[config.mk]
export PLATFORM = sky130hd
export DESIGN_NAME = ps2_frame_rx
export DESIGN_NICKNAME = d
export VERILOG_FILES = /design/src/rtl/ps2_pkg.sv /design/src/rtl/ps2_line_filter.sv /design/src/rtl/ps2_frame_rx.sv
export SDC_FILE = /design/constraint.sdc
export NUM_CORES = 1
export LEC_CHECK = 0
export ABC_AREA = 1
export CAP_MARGIN = 40
export CORE_UTILIZATION = 49
export CTS_CLUSTER_DIAMETER = 200
export DETAILED_ROUTE_END_ITERATION = 12
export GPL_TIMING_DRIVEN = 0
export PLACE_DENSITY_LB_ADDON = 0.3
export SLEW_MARGIN = 20
export SYNTH_ARGS = -nofsm -noshare
export SYNTH_HDL_FRONTEND = slang
export SYNTH_SLANG_ARGS = --single-unit
[constraint.sdc]
create_clock -name clk -period 1.8 [get_ports clk]
set_input_delay 0.45 -clock clk [delete_from_list [all_inputs] [get_ports clk]]
set_output_delay 0.45 -clock clk [all_outputs]
set_load 0.03 [all_outputs]
[src/rtl/ps2_pkg.sv]
// ps2_pkg: shared types and constants for the PS/2 frame receiver.
package ps2_pkg;
  localparam int PS2_DATA_BITS = 8;
  localparam int PS2_FRAME_BITS = 11;
  typedef logic [PS2_DATA_BITS-1:0] ps2_byte_t;
  typedef enum logic [2:0] {WAIT_IDLE, IDLE, DATA, PARITY, STOP} ps2_state_e;
endpackage

[src/rtl/ps2_line_filter.sv]
// ps2_line_filter: two-flop synchroniser followed by a run-length deglitch filter.
module ps2_line_filter #(
  parameter int FILTER_LEN = 8
) (
  input  logic clk,
  input  logic rst,
  input  logic line_i,
  output logic line_o
);
  localparam int CW = $clog2(FILTER_LEN + 1);
  logic s1_q, s2_q, filt_q;
  logic [CW-1:0] cnt_q;
  // The filtered line flips on the FILTER_LEN-th consecutive differing sample.
  always_ff @(posedge clk) begin
    if (rst) begin
      s1_q <= 1'b1;
      s2_q <= 1'b1;
      filt_q <= 1'b1;
      cnt_q <= '0;
    end else begin
      s1_q <= line_i;
      s2_q <= s1_q;
      if (s2_q == filt_q) cnt_q <= '0;
      else if (cnt_q == CW'(FILTER_LEN - 1)) begin
        filt_q <= s2_q;
        cnt_q <= '0;
      end else cnt_q <= cnt_q + CW'(1);
    end
  end
  assign line_o = filt_q;
endmodule

[src/rtl/ps2_frame_rx.sv]
// ps2_frame_rx: frames PS/2 packets on the system clock and emits checked scan-code bytes.
module ps2_frame_rx
  import ps2_pkg::*;
#(
  parameter int FILTER_LEN = 8,
  parameter int TIMEOUT_CYCLES = 100000,
  parameter int IDLE_CYCLES = 5000
) (
  input  logic      clk,
  input  logic      rst,
  input  logic      ps2_clk,
  input  logic      ps2_data,
  output ps2_byte_t byte_out,
  output logic      byte_valid,
  output logic      parity_err,
  output logic      frame_err,
  output logic      busy
);
  localparam int WW = $clog2(TIMEOUT_CYCLES + 1);
  localparam int IW = $clog2(IDLE_CYCLES + 1);
  logic clk_f, dat_f;
  logic clk_prev_q, fall_q, bit_q;
  ps2_state_e state_q, state_d;
  logic [2:0] idx_q, idx_d;
  ps2_byte_t shift_q, shift_d, byte_q, byte_d;
  logic par_q, par_d;
  logic [WW-1:0] wd_q, wd_d;
  logic [IW-1:0] idle_q, idle_d;
  logic valid_q, valid_d, perr_q, perr_d, ferr_q, ferr_d, busy_q, busy_d;
  ps2_line_filter #(.FILTER_LEN(FILTER_LEN)) u_clk_filt (
    .clk(clk), .rst(rst), .line_i(ps2_clk), .line_o(clk_f)
  );
  ps2_line_filter #(.FILTER_LEN(FILTER_LEN)) u_dat_filt (
    .clk(clk), .rst(rst), .line_i(ps2_data), .line_o(dat_f)
  );
  // Both filters have equal delay, so the data bit registered with the fall is aligned.
  always_ff @(posedge clk) begin
    if (rst) begin
      clk_prev_q <= 1'b1;
      fall_q <= 1'b0;
      bit_q <= 1'b1;
    end else begin
      clk_prev_q <= clk_f;
      fall_q <= clk_prev_q & ~clk_f;
      bit_q <= dat_f;
    end
  end
  always_comb begin
    state_d = state_q;
    idx_d = idx_q;
    shift_d = shift_q;
    par_d = par_q;
    byte_d = byte_q;
    busy_d = busy_q;
    wd_d = '0;
    idle_d = '0;
    valid_d = 1'b0;
    perr_d = 1'b0;
    ferr_d = 1'b0;
    case (state_q)
      WAIT_IDLE: begin
        busy_d = 1'b0;
        idle_d = clk_f ? idle_q + IW'(1) : '0;
        if (idle_q == IW'(IDLE_CYCLES - 1)) state_d = IDLE;
      end
      IDLE: begin
        if (fall_q && !bit_q) begin
          state_d = DATA;
          idx_d = '0;
          shift_d = '0;
          busy_d = 1'b1;
        end else if (fall_q) begin
          ferr_d = 1'b1;
          state_d = WAIT_IDLE;
        end
      end
      default: begin
        wd_d = fall_q ? '0 : wd_q + WW'(1);
        if (!fall_q && wd_q == WW'(TIMEOUT_CYCLES - 1)) begin
          ferr_d = 1'b1;
          busy_d = 1'b0;
          wd_d = '0;
          state_d = WAIT_IDLE;
        end else if (fall_q) begin
          case (state_q)
            DATA: begin
              shift_d[idx_q] = bit_q;
              idx_d = idx_q + 3'd1;
              if (idx_q == 3'(PS2_DATA_BITS - 1)) state_d = PARITY;
            end
            PARITY: begin
              par_d = bit_q;
              state_d = STOP;
            end
            default: begin
              busy_d = 1'b0;
              state_d = IDLE;
              if (!bit_q) ferr_d = 1'b1;
              else if (!(^{shift_q, par_q})) perr_d = 1'b1;
              else begin
                byte_d = shift_q;
                valid_d = 1'b1;
              end
            end
          endcase
        end
      end
    endcase
  end
  always_ff @(posedge clk) begin
    if (rst) begin
      state_q <= WAIT_IDLE;
      idx_q <= '0;
      shift_q <= '0;
      par_q <= 1'b0;
      byte_q <= '0;
      busy_q <= 1'b0;
      wd_q <= '0;
      idle_q <= '0;
      valid_q <= 1'b0;
      perr_q <= 1'b0;
      ferr_q <= 1'b0;
    end else begin
      state_q <= state_d;
      idx_q <= idx_d;
      shift_q <= shift_d;
      par_q <= par_d;
      byte_q <= byte_d;
      busy_q <= busy_d;
      wd_q <= wd_d;
      idle_q <= idle_d;
      valid_q <= valid_d;
      perr_q <= perr_d;
      ferr_q <= ferr_d;
    end
  end
  assign byte_out = byte_q;
  assign byte_valid = valid_q;
  assign parity_err = perr_q;
  assign frame_err = ferr_q;
  assign busy = busy_q;
endmodule

# After elaboration in Yosys (flattened, before gate mapping)
# Cells that the tools add are included.
# Widths: inputs -> output; s select.
# totals
out_inout_bits,12
input_bits,4
ff_bits,74
wordCells,114
# op_classes
n_reduce_logical,24
n_eq_ne,16
add_sub_neg,5
bitwise_logic,10
magnitude_cmp,2
mux,35
# op_table
op,count
$mux 8,4
$mux 3,10
$pmux 3 s2,3
$add 17x1->17 const B,1
$eq 17x17->1 const B,1
$pmux 8 s2,1
$add 13x1->13 const B,1
$eq 13x13->1 const B,1
$mux 1,13
$not 1->1,9
$reduce_or 3->1,3
$reduce_xor 9->1,1
$add 4x1->4 const B,2
$bwmux 8,1
$eq 4x3->1 const B,2
$reduce_and 4->1,2
$reduce_or 8->1,1
$eq 3x2->1 const B,2
$reduce_and 6->1,1
$ne 5x3->1 const B,1
$reduce_and 5->1,1
$reduce_or 5->1,1
$lt 3x4->1 const B,1
$ne 2x2->1 const B,2
other kinds (19),27

# Longest topological paths before layout
# depth
depth_word,9
depth_mapped,11

# Modules after synthesis
# From an unflattened synthesis, not the netlist that was laid out.
# unflattened
cells_unflattened,478
area_unflattened_um2,3428.3
# by_module_without_submodules
mod,instances,area_each_um2,cells_each
ps2_frame_rx,1,2900.3,420
ps2_line_filter,2,264.0,29

# Worst setup path after synthesis
# Ideal clock, no wire load.
# synth_timing
kind,register to register
start,register wd_q[0]
end,register wd_q[14]
path_slack_ns,0.332
arrival_ns,1.346
n_path_buf,0
required_time_ns,1.678
path_stages_with_launch,9
cell_sequence,dfxtp_1 -> ha_1 -> nand3_2 -> nor2_2 -> nand4_1 -> nor2_2 -> nand4_1 -> o21ai_0 -> a21oi_1
# synth_via
elab_chain_cells,3
elab_cells_between_ends,4
classes_between,add/sub: 1; eq/ne: 1; reduce/logical: 2
# synth_lines
item,line_no,text
"start, declared",ps2_frame_rx.sv:27,"logic [WW-1:0] wd_q, wd_d;"
"start signal, assigned",ps2_frame_rx.sv:130,wd_q <= wd_d;
branches (longest 3 deep; another with $add 17x1->17),--,
# Several ways; the timed one is not identified.
# A chain may end at the register's enable or synchronous reset.

# Worst setup path after layout
# layout_timing
start,input rst
end,register idx_q[1]
# layout_rtl
item,line_no,text
"start, declared",ps2_frame_rx.sv:10,"input logic rst,"
"end signal, assigned",ps2_frame_rx.sv:125,idx_q <= idx_d;
"end, declared",ps2_frame_rx.sv:24,"logic [2:0] idx_q, idx_d;"
# No word-level cell between the ends.

==> out/metrics.csv <==
stage,metric,value,unit
cells_and_area,area grow syn2layout,13.97,%
synth,post-synthesis simple-gate area fraction,33.21,%
place,IO Port Bufs,15,
global_route,largest net degree at the start of global routing,15,
power_and_ir_drop,Worst VDD drop,0.5080,mV
global_route,vias in the first global route,2543,
floorplanning,cell row count,29,
floorplanning,die area,7131,sq um
timing,fmax,0.6030,GHz
global_route,first-pass GRT wire length,10.74,mm
synth,Yosys Warn Count,0,
critical_path,Setup CP Type,primary input to register,
synth,post-synthesis register bit count,74,
synth,sequential share of the synthesized area,44.48,%
hold_path,Hold WC Path Type,register to register,
synth,Syn Area/Cell,7.468,sq um
cells_and_area,Final Util,58.78,%
floorplanning,IO Pins,16,
critical_path,Worst EP required,2010,ps
run,Max Cap Viol,0,
power_and_ir_drop,P_leak,1.493,nW
drt,routed len/inst,10.74,microns
timing,Slew headroom,58.05,%
synth,Adder-Cell Fraction of Synth Area,2.254,%
clock_tree,Max clock buf depth,2,
clock_tree,CTS Buf Count,9,
floorplanning,Starting Density,51.57,%
synth,Mapped Cells,446,
cells_and_area,layout cells sized above 1,10.88,%
critical_path,CP max FO,10,
synth,compound-gate portion of the synthesized area,9.579,%
timing,max-slew violations,0,
global_route,grt ovf,0,
drt,ANT nets after route,0,
timing,# setup viols final,0,
clock_tree,Skew-Pair Late Insertion Delay,350,ps
status,failing checks,DRC,
cells_and_area,nets@finish,483,
clock_tree,clock root cell,clkbuf_8,
synth,"EDFF count, synth",0,
floorplanning,CORE AREA,6459,sq um
critical_path,startpoint types,primary input,
timing,worst clock skew,7.717,ps
synth,"top cells by area, synth","dfxtp_1, nand2_1, nor2_1, a21oi_1, inv_1",
place,post-detail-place hpwl,4.364,mm
synth,largest family of logic cells by synthesized area,simple AND/OR/NAND/NOR gates,
clock_tree,cts hold-fix bufs,0,
synth,"count leader, synth",nand2_1,
timing,RSZ-0062 raised after global routing,true,
timing,Final Cycle Share,92.13,%
synth,asr flop ratio synth,0,%
status,run status,"finished, violations left",
clock_tree,Clock transition at path regs,80,ps
synth,most frequent cells after synthesis,"nand2_1, dfxtp_1, nor2_1",
cells_and_area,Antenna Cells,0,
global_route,antenna violations before repair,0,
drt,Post-Route WL,5.963,mm
timing,Final Hold Fails,0,
drt,Detailed Routing Iterations Pass 1,9,
synth,Mapped Area,3331,sq um
timing,setup tns final,0,ps
timing,actual slew at the worst max-slew pin,629.2,ps
synth,post-synthesis xor/xnor area fraction,3.681,%
floorplanning,Die Y-Extent,84.45,microns
critical_path,"setup slack, reg-to-reg",140,ps
synth,mux contribution to synthesized area,0,%
floorplanning,DIE WIDTH,84.45,microns
synth,Synth area leader,dfxtp_1,
clock_tree,htree depth,3,
synth,Post-Syn Nets,456,
critical_path,Worst Setup End Kind,register,
synth,synth unique cells,35,
synth,"Top FF cell, synth",dfxtp_1,
drt,via count,2832,
drt,DRC viols,4,
power_and_ir_drop,pwr/cell area,788.9,nW/um^2
synth,Yosys top cell area share,44.48,%
timing,Final Critical Period,1658,ps
global_route,Tot GR Track Use,18.82,%
clock_tree,CTS tree,built,
critical_path,arrival time worst endpoint,1870,ps
drt,Starting DRT DRC Count,146,
clock_tree,clock sinks,74,
place,RD Place Congestion,0.8420,
drt,vias per cell,5.103,
-- power breakdown --
group	internal [W]	switching [W]
clock network	0.000651	0.000633
logic	0.0000219	0.0000366
registers	0.00165	0.00000604
-- final timing paths --
path	startpoint	to	depth (start not counted)
setup / recovery	rst	idx_q[1]	4
hold / removal	u_dat_filt.s1_q	u_dat_filt.s2_q	1
setup reg to reg	wd_q[1]	wd_q[14]	8
hold reg to reg	u_dat_filt.s1_q	u_dat_filt.s2_q	1
-- final cells by class --
cell class,count,area [sq um]
Clock buffer,9,123.9
Clock inverter,7,77.57
Multi-Input combinational cell,314,1633
Timing Repair Buffer,16,153.9
Buffer,5,30.03
Sequential cell,74,1483
Fill cell,588,2663
Tap cell,77,96.34
Inverter,53,198.9
-- critical path, stage by stage --
cell	delay, ps
clkdlybuf4s50_1	520
clkbuf_1	370
buf_1	450
a21oi_1	80
-- state kept, by name, indices dropped and copies added (netlist names), 3 cells and up --
name	cells
u_dat_filt.cnt_q	4
state_q	3
idle_q	13
byte_out	8
wd_q	17
u_clk_filt.cnt_q	4
shift_q	8
idx_q	3
-- metal layers --
layer	routed length (microns)	up-vias	part of all wire [%]	track usage (%)
met1	2885	1275	48	23.88
met5	0	-	0	0
met3	243	10	4.1	5.015
met2	2757	38	46	29.88
met4	76	0	1.3	9.091
li1	-	1509	-	-
-- what timing repair did --
item,CTS,global route
pin swaps,0,1
setup buffers,0,1
endpoints found under the setup margin,9,20
resized for setup,9,9
-- stage by stage --
stage	area (sq um)	hold WS (ps)	setup slack [ps]	power, W	std cells
after floorplan	3331	389.5	332.0	0.001730	446
after global placement	3577	392.7	-211.6	0.001748	538
after detailed placement	3577	397.1	-243.1	0.001750	538
after CTS	3767	419.1	5.764	0.003041	554
after global routing	3796	435.2	-21.29	0.003114	555
final	3796	415.5	141.7	0.002995	555
-- placed cells by master, fill, tap and decap left out, types with 2 or more instances in the layout --
master | synthesis | layout
nand2_2 | 4 | 4
nor4_1 | 3 | 3
xnor2_1 | 6 | 6
a21oi_1 | 41 | 41
nor3_1 | 6 | 6
inv_1 | 49 | 49
dlymetal6s2s_1 | 0 | 3
xor2_1 | 8 | 8
dfxtp_1 | 74 | 73
or2_2 | 5 | 5
clkbuf_1 | 3 | 2
o211ai_1 | 2 | 2
clkdlybuf4s50_1 | 0 | 3
o21ai_0 | 11 | 11
nand2_1 | 77 | 77
nand3_1 | 28 | 28
nand3_2 | 4 | 4
inv_2 | 3 | 3
clkinv_4 | 0 | 2
ha_1 | 6 | 5
nand4_1 | 16 | 16
nor3b_1 | 5 | 5
inv_6 | 0 | 2
dlygate4sd2_1 | 0 | 9
nor2_4 | 2 | 3
nor2_2 | 9 | 9
clkbuf_8 | 0 | 9
nand3b_1 | 2 | 2
nor2_1 | 70 | 69
-- cell families after synthesis --
| group | after synthesis |
|---|---|
| DFF | 74 |
| adders and majority gates | 6 |
| xor gates and xnor gates | 14 |
| and+or+nand+nor | 234 |
| buffers and inverters | 58 |
| AOI/OAI and AO/OA | 60 |
No activity file was read; power rests on OpenSTA's default activity.
